--- src/rtl/wb_regfile.sv ---
// rtl/wb_regfile.sv - writeback register file with bypassed read ports and busy-bit scoreboard
module wb_regfile #(
  parameter int DATA_W   = 8,
  parameter int ADDR_W   = 3,
  parameter int ZERO_REG = 1
) (
  input  logic                   clk,
  input  logic                   rst,
  input  logic                   wb_we,
  input  logic [ADDR_W-1:0]      wb_dest,
  input  logic [DATA_W-1:0]      wb_data,
  input  logic                   rd_a_en,
  input  logic [ADDR_W-1:0]      rd_a_addr,
  input  logic                   rd_b_en,
  input  logic [ADDR_W-1:0]      rd_b_addr,
  output logic [DATA_W-1:0]      rd_a_data,
  output logic [DATA_W-1:0]      rd_b_data,
  input  logic                   issue_valid,
  input  logic                   issue_we,
  input  logic [ADDR_W-1:0]      issue_dest,
  output logic                   stall,
  output logic [(2**ADDR_W)-1:0] busy,
  output logic [7:0]             retire_count
);

  localparam int NREGS = 2**ADDR_W;

  logic [DATA_W-1:0] regs [NREGS];
  logic [DATA_W-1:0] val_a;
  logic [DATA_W-1:0] val_b;
  logic [NREGS-1:0]  busy_next;
  logic              wb_dest_zero;
  logic              issue_dest_zero;
  logic              commit;
  logic              hazard_a;
  logic              hazard_b;
  logic              issue_set;

  assign wb_dest_zero    = (ZERO_REG != 0) && (wb_dest == '0);
  assign issue_dest_zero = (ZERO_REG != 0) && (issue_dest == '0);
  assign commit          = wb_we && !wb_dest_zero;

  // A read that matches the in-flight writeback is satisfied by the bypass, so it is not a hazard.
  assign hazard_a  = rd_a_en && busy[rd_a_addr] && !(wb_we && (wb_dest == rd_a_addr));
  assign hazard_b  = rd_b_en && busy[rd_b_addr] && !(wb_we && (wb_dest == rd_b_addr));
  assign stall     = hazard_a || hazard_b;
  assign issue_set = issue_valid && !stall && issue_we && !issue_dest_zero;

  always_comb begin
    val_a = regs[rd_a_addr];
    if (wb_we && (wb_dest == rd_a_addr)) val_a = wb_data;
    if ((ZERO_REG != 0) && (rd_a_addr == '0)) val_a = '0;
  end

  always_comb begin
    val_b = regs[rd_b_addr];
    if (wb_we && (wb_dest == rd_b_addr)) val_b = wb_data;
    if ((ZERO_REG != 0) && (rd_b_addr == '0)) val_b = '0;
  end

  // Set after clear: a same-edge issue to the committing register is the newer outstanding write.
  always_comb begin
    busy_next = busy;
    if (commit)    busy_next[wb_dest]    = 1'b0;
    if (issue_set) busy_next[issue_dest] = 1'b1;
  end

  always_ff @(posedge clk or posedge rst) begin
    if (rst) begin
      for (int i = 0; i < NREGS; i++) regs[i] <= '0;
      rd_a_data    <= '0;
      rd_b_data    <= '0;
      busy         <= '0;
      retire_count <= '0;
    end else begin
      if (commit) begin
        regs[wb_dest] <= wb_data;
        retire_count  <= retire_count + 8'd1;
      end
      if (rd_a_en) rd_a_data <= val_a;
      if (rd_b_en) rd_b_data <= val_b;
      busy <= busy_next;
    end
  end

endmodule

--- config.mk ---
export PLATFORM = sky130hd
export DESIGN_NAME = wb_regfile
export DESIGN_NICKNAME = d
export VERILOG_FILES = /design/src/rtl/wb_regfile.sv
export SDC_FILE = /design/constraint.sdc
export NUM_CORES = 1
export LEC_CHECK = 0
export ABC_CLOCK_PERIOD_IN_PS = 4800
export BUFFER_PORTS_ARGS = -buffer_cell sky130_fd_sc_hd__buf_2
export CAP_MARGIN = 20
export CORE_MARGIN = 10
export CORE_UTILIZATION = 35
export CTS_CLUSTER_DIAMETER = 150
export DETAILED_ROUTE_END_ITERATION = 6
export PLACE_DENSITY_LB_ADDON = 0.05
export SYNTH_ARGS = -nofsm -noshare
export SYNTH_HDL_FRONTEND = slang
export SYNTH_SLANG_ARGS = --single-unit
export TNS_END_PERCENT = 1
--- constraint.sdc ---
create_clock -name clk -period 4.8 [get_ports clk]
set_clock_uncertainty 0.1 [all_clocks]
set_input_delay 0 -clock clk [delete_from_list [all_inputs] [get_ports clk]]
set_output_delay 0 -clock clk [all_outputs]
set_load 0.01 [all_outputs]
==> metrics.txt, run 1 <==
sequential fraction of design power=0.455; Via density=5.299; largest net degree at the start of global routing=63; switch share=0.2904; initial cell density of the core=0.3562; CTS clk-pin slew, worst paths=0.06 ns; Worst setup EP type=flip-flop; Synth area leader=dfrtp_1; Area growth syn-to-layout=18.50%; first-pass GRT wire length=21.45 mm; CORE AREA=13880 sq um; fill cell count=1328; total overflow reported by the global router=0; Synth Area per Inst=13.29 sq um; worst reg-to-reg setup slack=2.56 ns; largest family of logic cells by synthesized area=multiplexers; run status=complete, no violations; vias in the first global route=3575; clk_lat worst skew=0.35 ns; clk sinks=96; Slew HR=0.2583; worst-case clock buffer depth=2; setup TNS=0 ns; First DRT Iteration DRCs=194; Die Ht=138.9 um; drc violations=0; initial antenna violation count=0; DRT Wirelength=13.52 mm; Total Routing Usage GR=0.1434; drt pass-1 iters=4; Largest stage delay, worst path=0.74 ns; final setup vio count=0; CP dominant cell by count=dlygate4sd3_1; Die W=138.9 um; post-DP HPWL=8.643 mm; crit-path max FO=17; sw power=0.7079 mW; post-synthesis mux area share=0.3079; Gate Count Post-Synth=372; Ant. Diodes=0; Resize count post-CTS=0; ranking of synthesized cells by area=dfrtp_1 (49%), mux4_2 (15%), mux2_2 (7.5%); CTS tree=yes; placement row count=43; area fraction of the dominant cell type after synthesis=0.4858; Final Hold Viols=0; share of async-settable or async-resettable flops after synthesis=1.000; Hold WS=0.05711 ns; Layout Nets=463; commonest non-fill, non-tap cell in the layout=dfrtp_1; Synth Area in Compound Gates=0.07060; ys flop type=dfrtp_1; post-synthesis net count=400; Clock Power Share=0.303; Crit path required time=4.99 ns; worst path bufs/invs=4; Max Cap Violations=0; Worst EP arrival=3.11 ns; H-tree depth=3; # port buffers=59; # IOs=60; VDD IR-drop max=0.2048 mV; share of cells above drive strength 1=0.3470; RSZ-0062 raised after global routing=no; Slew @ Worst Pin=1.106 ns; Synth Area in XOR/XNOR=0.02303; die area=19280 sq um; Worst setup SP type=primary input; Post-synth EDFFs=0; remaining antenna violation count after routing=0; Final Cycle Share=0.6079; Fmax achieved=342.7 MHz; Yosys Warn Count=0; RePlAce Congestion=0.7131; flops & latches, synth=96; Worst path slowest cell=nand4_1; Tot Pwr=2.438 mW; CTS Root Cell=clkbuf_16; CP delay by family, top=buffers and inverters; Power Internal=1.730 mW; commonest cells after routing, fill and taps aside=dfrtp_1 (96), buf_2 (59), mux2_2 (33); Seq/Total Area, Yosys=0.4858; Post-Synthesis Cell Area=4945 sq um; fin. max-slew vios=0; unique cell type count in the Yosys netlist=40; power per cell area=416.0 nW/um^2; worst path cell trace=dlygate4sd3_1 > buf_2 > nand4_1 > and4_4 > a41oi_4 > inv_2 > o31ai_1 > dlygate4sd3_1; simple logic cell fraction of the synthesized area=0.07439; Leak Pwr=2.585 nW; via count=3275; WL per Instance=21.87 um; fin crit period=2.918 ns; Comb pwr share=0.242; TritonCTS Buffers=9; critical path class=in -> reg; Post-Synth Adder-Cell Area=0.002530; Hold Path Class=in -> reg
-- power groups by stage --
stage	clock network, mW	registers, mW	logic (mW)
finish	0.739	1.11	0.590
global route	0.792	1.13	0.656
CTS	0.757	1.11	0.604
detailed placement	0	1.13	0.590
global placement	0	1.12	0.583
floorplan	0	1.12	0.384
-- Yosys cell counts, drive strengths merged, types with 2 or more instances --
| library cell | n |
|---|---|
| xor2 | 3 |
| nand4b | 3 |
| o311ai | 2 |
| nor4bb | 2 |
| mux2 | 57 |
| nor2 | 4 |
| clkbuf | 14 |
| mux2i | 16 |
| nor3b | 2 |
| nand3 | 12 |
| buf | 14 |
| a32o | 3 |
| o21ai | 16 |
| mux4 | 32 |
| nor2b | 3 |
| nor3 | 2 |
| nand3b | 2 |
| o22ai | 8 |
| xnor2 | 10 |
| dfrtp | 96 |
| nand2 | 31 |
| and3 | 2 |
| o2bb2ai | 8 |
| a31o | 2 |
| o31ai | 5 |
| nand4 | 4 |
| inv | 14 |
-- layout make-up --
type                            instances  area (sq um)  share of cell area
Sequential cell                        96          2402              0.4100
Multi-Input combinational cell        234          2384              0.4068
Timing Repair Buffer                   80         498.0             0.08499
Clock buffer                           11         252.7             0.04313
Tap cell                              180         225.2             0.03844
Inverter                               14         55.05            0.009396
Clock inverter                          3         42.54            0.007260
-- path summary, 6_finish.rpt --
check	from	endpoint	cells after the start
worst min register to register	regs[56]	regs[56]	0
worst max-delay path	wb_we	busy[3]	8
max in group asynchronous	rst	rd_b_data[7]	4
worst min-delay path	issue_we	busy[2]	4
worst max register to register	busy[3]	busy[3]	7
min in group asynchronous	rst	rd_a_data[3]	3
-- state kept, by name, indices dropped and copies added, names as in the netlist --
name,flops
regs,64
retire_count,8
busy,8
rd_a_data,8
rd_b_data,8
-- per-stage QoR --
| stage | cell area [sq um] | setup slack [ns] | utilization | instances |
|---|---|---|---|---|
| floorplan | 4945 | 2.195 | - | 372 |
| global placement | 5384 | 2.065 | 0.3879 | 586 |
| detailed placement | 5384 | 2.054 | 0.3879 | 586 |
| CTS | 5859 | 1.908 | 0.4221 | 618 |
| global route | 5859 | 1.575 | 0.4221 | 618 |
| finish | 5859 | 1.882 | 0.4221 | 618 |
-- layer usage --
layer | up-vias | track usage | share of wire
li1 | 1527 | - | -
met1 | 1666 | 0.1907 | 0.47
met2 | 70 | 0.2236 | 0.47
met3 | 12 | 0.03116 | 0.039
met4 | 0 | 0.05272 | 0.016
met5 | - | 0 | 0
-- cell families (layout without fill, tap and decap cells) --
family	count (synthesis)	in the layout
compound gates	47	47
xor+xnor	13	13
fa+ha+maj	1	1
buf+inv	42	108
flops	96	96
mux	105	105
simple gates	68	68
-- worst min-delay path, delay by kind of cell --
family / cells / cell delay, ns
AO/OA/AOI/OAI: 1 / 0.21
buffers and inverters: 1 / 0.10
AND/OR/NAND/NOR: 2 / 0.16
-- repair_timing --
item | 4_1_cts | 5_1_grt
hold endpoints to repair | 141 | 0
hold buffers | 18 | 0
setup buffers | 0 | 0
Power figures use the tool's default switching activity.
==> inputs of run 2 (changes only) <==
--- a/config.mk
+++ b/config.mk
@@ -5,7 +5,7 @@
 export SDC_FILE = /design/constraint.sdc
 export NUM_CORES = 1
 export LEC_CHECK = 0
-export ABC_CLOCK_PERIOD_IN_PS = 4800
+export ABC_CLOCK_PERIOD_IN_PS = 2910
 export BUFFER_PORTS_ARGS = -buffer_cell sky130_fd_sc_hd__buf_2
 export CAP_MARGIN = 20
 export CORE_MARGIN = 10
==> constraint.sdc (replaced) <==
create_clock -name clk -period 2.91 [get_ports clk]
set_clock_uncertainty 0.1 [all_clocks]
set_input_delay 0 -clock clk [delete_from_list [all_inputs] [get_ports clk]]
set_output_delay 0 -clock clk [all_outputs]
set_load 0.01 [all_outputs]
==> run 2 against run 1 <==
  * Critical path depth shrank 1
  * Hold slack improved by 0.045 ns
  * Power increased by 68%
  * Worst setup slack got worse by 1.2 ns
  * Sequential share of layout area down 0.49 points
  * Combinational power is 65% higher
  * First-iteration DRC count is 1.5% lower
  * Wire length increased by 2.2%
  * Die area is the same
==> metrics.txt, run 2 (synthesis results as in run 1) <==
Final Cycle Share=0.7816; placed insts=592 (was 586); switch share=0.2889 (was 0.2904); commonest cells after routing, fill and taps aside=dfrtp_1 (96), buf_2 (59), mux2_2 (33) (unchanged); TritonCTS Buffers=9 (unchanged); CTS tree=yes (unchanged); Place WS=0.9012 ns (was 2.054 ns); Layout Nets=469 (was 463); CTS Root Cell=clkbuf_16 (unchanged); post-DP HPWL=8.840 mm (was 8.643 mm); Worst setup EP type=flip-flop (unchanged); RSZ-0062 raised after global routing=no (unchanged); Largest Register=regs (unchanged); total overflow reported by the global router=0 (unchanged); Slew HR=0.3850 (was 0.2583); Leak Pwr=2.623 nW (was 2.585 nW); VDD IR-drop max=0.3809 mV (was 0.2048 mV); Die W=138.9 um (unchanged); clk_lat worst skew=0.36 ns (was 0.35 ns); via count=3366 (was 3275); Power Internal=2.911 mW (was 1.730 mW); Worst EP arrival=2.47 ns (was 3.11 ns); worst setup margin=0.6356 ns (was 1.882 ns); commonest non-fill, non-tap cell in the layout=dfrtp_1 (unchanged); die area=19280 sq um (unchanged); RePlAce Congestion=0.7767 (was 0.7131); # IOs=60 (unchanged); critical path class=reg -> reg (was in -> reg); CORE AREA=13880 sq um (unchanged); Fmax achieved=439.7 MHz; Finished Layout Cells=626 (was 618); Crit path required time=3.10 ns (was 4.99 ns); Via density=5.377 (was 5.299); clk sinks=96 (unchanged); sw power=1.183 mW (was 0.7079 mW); Area growth syn-to-layout=19.94% (was 18.50%); max reg flops=64 (unchanged); Ant. Diodes=0 (unchanged); sequential fraction of design power=0.448 (was 0.455); share of cells above drive strength 1=0.3520 (was 0.3470); H-tree depth=3 (unchanged); # port buffers=59 (unchanged); setup TNS=0 ns (unchanged); fin. max-slew vios=0 (unchanged); Worst setup SP type=flip-flop (was primary input); Worst Hold End=retire_count[2] (was busy[2]); placement row count=43 (unchanged); Hold Path Stages=3 (was 4); first-pass GRT wire length=21.78 mm (was 21.45 mm); run status=complete, no violations (unchanged); Comb pwr share=0.239 (was 0.242); CTS clk-pin slew, worst paths=0.06 ns (about the same); Worst Reg2Reg Path Length in Cells=7 (unchanged); Final Cell Area=5931 sq um (was 5859 sq um); worst-case clock buffer depth=2 (unchanged); drc violations=0 (unchanged); Final Hold Viols=0 (unchanged); final setup vio count=0 (unchanged); remaining antenna violation count after routing=0 (unchanged); area of the multi-input gates=2379 sq um (was 2384 sq um); FF/Latch Area=2402 sq um (unchanged); GRT met3 Usage=0.03390 (was 0.03116); Max Cap Violations=0 (unchanged); WL per Instance=22.07 um (was 21.87 um); power per cell area=690.3 nW/um^2 (was 416.0 nW/um^2); Clock Power Share=0.313 (was 0.303); HP Start=wb_dest[2] (was issue_we); Slew @ Worst Pin=0.9169 ns (was 1.106 ns); DRT Wirelength=13.81 mm (was 13.52 mm); Total Routing Usage GR=0.1461 (was 0.1434); Resize count post-CTS=0 (unchanged); crit-path max FO=6 (was 17); initial antenna violation count=0 (unchanged); Die Ht=138.9 um (unchanged); Hold Path Class=in -> reg (unchanged); Crit Reg-Reg Endpoint=busy[3] (unchanged); Most Used Layer, Global Route=met2 (unchanged); First DRT Iteration DRCs=191 (was 194); fill cell count=1341 (was 1328); routing usage on met1=0.1900 (was 0.1907); vias in the first global route=3736 (was 3575); final core occ=0.4273 (was 0.4221); largest net degree at the start of global routing=59 (was 63); drt pass-1 iters=4 (unchanged); area of placed instances=5436 sq um (was 5384 sq um); worst r2r src=busy[3] (unchanged); worst reg-to-reg setup slack=0.64 ns (was 2.56 ns); fin crit period=2.274 ns; initial cell density of the core=0.3562 (unchanged); met2 Usage GRT=0.2293 (was 0.2236)
## run 2: cell count changes in the layout (fill, tap and decap cells not counted), sizes merged
| cell | change |
|---|---|
| bufinv | +1 |
| clkinv | +1 |
| buf | +6 |
## run 2: worst max path at each step
stage	end	slack, ns	start
4_1_cts	busy[3]	0.69	busy[3]
6_report	busy[3]	0.64	busy[3]
5_1_grt	busy[3]	0.50	busy[3]
3_3_place_gp	busy[7]	0.98	rd_b_addr[0]
3_5_place_dp	busy[7]	0.90	rd_b_addr[0]
2_1_floorplan	busy[0]	0.30	rst
## run 2: layout make-up
| class | instances | share of cell area |
|---|---|---|
| multi-input cells | 234 | 0.4011 |
| flip-flops and latches | 96 | 0.4051 |
| well taps | 180 | 0.03797 |
| clock inverters | 5 | 0.01371 |
| repair buffers | 86 | 0.09367 |
| clock buffers | 11 | 0.03924 |
| inverters | 14 | 0.009283 |
## run 2: critical path, stage by stage, from the launching register on
cell and delay (ns):
dfrtp_1 0.43, mux2i_1 0.16, a31oi_1 0.10, and4_4 0.25, a41oi_4 0.26, inv_2 0.09, o31ai_1 0.24, dlygate4sd3_1 0.58
## run 2: metal layers
metal	vias to the layer above	share of wire
met5	-	0
met4	0	0.015
met3	12	0.042
met2	68	0.48
met1	1754	0.46
li1	1532	-
## run 2: power by group through the flow
stage | registers [mW] | logic (mW) | clock network [mW]
floorplan | 1.85 | 0.633 | 0
global placement | 1.85 | 0.967 | 0
detailed placement | 1.86 | 0.978 | 0
CTS | 1.84 | 1.00 | 1.31
global route | 1.88 | 1.09 | 1.37
finish | 1.84 | 0.976 | 1.28
## run 2: metrics by stage
stage | power (mW) | hold slack (ns)
global route | 4.343 | 0.1352
detailed placement | 2.837 | 0.1029
floorplan | 2.483 | -0.003140
CTS | 4.151 | 0.07199
global placement | 2.812 | 0.09472
finish | 4.094 | 0.1022
## run 2: repair_timing
| action | CTS | global route |
|---|---|---|
| endpoints found under the setup margin | 0 | 0 |
| hold buffers | 18 | 0 |
| buffers inserted | 0 | 0 |
| endpoints found under the hold margin | 138 | 0 |
==> inputs of run 3 (changes only) <==
--- a/config.mk
+++ b/config.mk
@@ -5,7 +5,7 @@
 export SDC_FILE = /design/constraint.sdc
 export NUM_CORES = 1
 export LEC_CHECK = 0
-export ABC_CLOCK_PERIOD_IN_PS = 2910
+export ABC_CLOCK_PERIOD_IN_PS = 2200
 export BUFFER_PORTS_ARGS = -buffer_cell sky130_fd_sc_hd__buf_2
 export CAP_MARGIN = 20
 export CORE_MARGIN = 10
==> constraint.sdc (replaced) <==
create_clock -name clk -period 2.2 [get_ports clk]
set_clock_uncertainty 0.1 [all_clocks]
set_input_delay 0 -clock clk [delete_from_list [all_inputs] [get_ports clk]]
set_output_delay 0 -clock clk [all_outputs]
set_load 0.01 [all_outputs]
==> run 3 against run 2 <==
  * Register-to-register slack got worse by 0.39 ns
  * Fmax grew 16%
  * Via count increased by 2.0%
  * Hold slack lost 0.026 ns
  * Power up 32%
  * Cell area grew 2.4%
  * Sequential share of layout area down 0.93 points
  * Final cell count increased by 2.6%
  * Critical path type unchanged
  * Largest cell class unchanged
  * Highest routed layer unchanged
==> metrics.txt, run 3 (synthesis results as in run 1) <==
CTS clk-pin slew, worst paths=0.07 ns (was 0.06 ns); Fmax achieved=510.4 MHz (was 439.7 MHz); VDD IR-drop max=0.5702 mV (was 0.3809 mV); total overflow reported by the global router=0 (unchanged); power per cell area=887.7 nW/um^2 (was 690.3 nW/um^2); area of placed instances=5583 sq um (was 5436 sq um); fin crit period=1.959 ns (was 2.274 ns); CTS tree=yes (unchanged); remaining antenna violation count after routing=0 (unchanged); Die W=138.9 um (unchanged); Largest Register=regs (unchanged); CTS Root Cell=clkbuf_16 (unchanged); die area=19280 sq um (unchanged); drc violations=0 (unchanged); share of cells above drive strength 1=0.3788 (was 0.3520); worst path bufs/invs=1 (was 2); Die Ht=138.9 um (unchanged); H-tree depth=3 (unchanged); WL met1=6.195 mm (was 6.383 mm); via count=3432 (was 3366); CORE AREA=13880 sq um (unchanged); Max Cap Violations=0 (unchanged); Crit path required time=2.33 ns (was 3.10 ns); setup TNS=0 ns (unchanged); commonest cells after routing, fill and taps aside=dfrtp_1 (96), buf_2 (59), mux2_2 (33) (unchanged); Via density=5.346 (was 5.377); # port buffers=59 (unchanged); worst path cell trace=mux4_2 > nand2_1 > nand3_1 > o21ai_1 > o2bb2ai_1 > dlygate4sd3_1 (was mux2i_1 > a31oi_1 > and4_4 > a41oi_4 > inv_2 > o31ai_1 > dlygate4sd3_1); first-pass GRT wire length=22.33 mm (was 21.78 mm); TritonCTS Buffers=9 (unchanged); Worst setup SP type=flip-flop (unchanged); vias in the first global route=3809 (was 3736); commonest non-fill, non-tap cell in the layout=dfrtp_1 (unchanged); WL per Instance=21.89 um (was 22.07 um); Hold Path Class=in -> reg (unchanged); RSZ-0062 raised after global routing=no (unchanged); placed insts=608 (was 592); placement row count=43 (unchanged); DRT Wirelength=14.05 mm (was 13.81 mm); highest routed layer=met4 (unchanged); Final Cycle Share=0.8906 (was 0.7816); Total Routing Usage GR=0.1477 (was 0.1461); largest net degree at the start of global routing=97 (was 59); fin. max-slew vios=0 (unchanged); CP delay by family, top=buffers and inverters (unchanged); clk_lat worst skew=0.35 ns (was 0.36 ns); # IOs=60 (unchanged); Finished Layout Cells=642 (was 626); post-DP HPWL=9.530 mm (was 8.840 mm); crit-path max FO=3 (was 6); worst-case clock buffer depth=2 (unchanged); clk sinks=96 (unchanged); Ant. Diodes=0 (unchanged); Final Cell Area=6071 sq um (was 5931 sq um); final setup vio count=0 (unchanged); RePlAce Congestion=0.7563 (was 0.7767); Area growth syn-to-layout=22.77% (was 19.94%); drt pass-1 iters=4 (unchanged); Slew @ Worst Pin=0.5311 ns (was 0.9169 ns); max reg flops=64 (unchanged); Final Hold Viols=0 (unchanged); Layout Nets=485 (was 469); initial antenna violation count=0 (unchanged); Resize count post-CTS=0 (unchanged); run status=complete, no violations (unchanged); critical path class=reg -> reg (unchanged); Largest stage delay, worst path=0.56 ns (was 0.58 ns); Worst setup EP type=flip-flop (unchanged); Met3 Wirelength=796 um (was 580 um); First DRT Iteration DRCs=184 (was 191); Hold WS=0.07666 ns (was 0.1022 ns); Slew HR=0.6460 (was 0.3850); Leak Pwr=2.698 nW (was 2.623 nW); initial cell density of the core=0.3562 (unchanged); Worst path slowest cell=dlygate4sd3_1 (unchanged); Met2 Wirelength=6.899 mm (was 6.636 mm); Worst EP arrival=2.09 ns (was 2.47 ns)
[run 3: cell types whose count changed in the layout (fill, tap and decap cells not counted), sizes merged]
| cell | previous run | this run |
|---|---|---|
| buf | 68 | 84 |
| clkinvlp | 1 | 3 |
| bufinv | 2 | 1 |
| inv | 14 | 13 |
[run 3: power by group]
part | internal [mW] | switching, mW | leakage (nW) | total, mW
sequential | 2.14 | 0.284 | 1.19 | 2.42
clock | 0.940 | 0.695 | 0.148 | 1.63
combinational | 0.732 | 0.598 | 1.36 | 1.33
total | 3.81 | 1.58 | 2.70 | 5.39
[run 3: path summary, 6_finish.rpt]
kind | startpoint | endpoint | slack, ns | cells after the start
min | issue_we | busy[4] | 0.08 | 4
max reg2reg | regs[7] | rd_a_data[7] | 0.24 | 6
max in group asynchronous | rst | regs[45] | 1.35 | 4
min in group asynchronous | rst | rd_a_data[1] | 0.25 | 4
min reg2reg | regs[56] | regs[56] | 0.30 | 0
max | regs[7] | rd_a_data[7] | 0.24 | 6
[run 3: what timing repair did]
item,4_1_cts,5_1_grt
endpoints found under the hold margin,174,0
setup buffers,0,0
hold buffers,18,0
[run 3: layer usage]
metal | up-vias | track usage
met2 | 92 | 0.2441
met3 | 10 | 0.04623
met4 | 0 | 0.03789
li1 | 1558 | -
met5 | - | 0
met1 | 1772 | 0.1828
[run 3: per-stage QoR]
stage,setup WS (ns),utilization,total power [mW]
floorplan,0.6339,-,3.284
CTS,0.2320,0.4374,5.479
global placement,0.5046,0.4022,3.759
finish,0.2406,0.4374,5.389
detailed placement,0.4802,0.4022,3.789
global route,0.1291,0.4374,5.714
[run 3: area by class of cell]
type,instances,area [sq um]
timing repair buffer,102,700.7
fill,1296,7810
inverter,14,56.30
sequential,96,2402
multi-input combinational,234,2379
tap,180,225.2
clock inverter,5,55.05
clock buffer,11,252.7
[run 3: worst min-delay path, stage by stage]
cell and delay [ns]:
buf_2 0.09, nand2_1 0.08, nor3_1 0.14, a32o_1 0.18
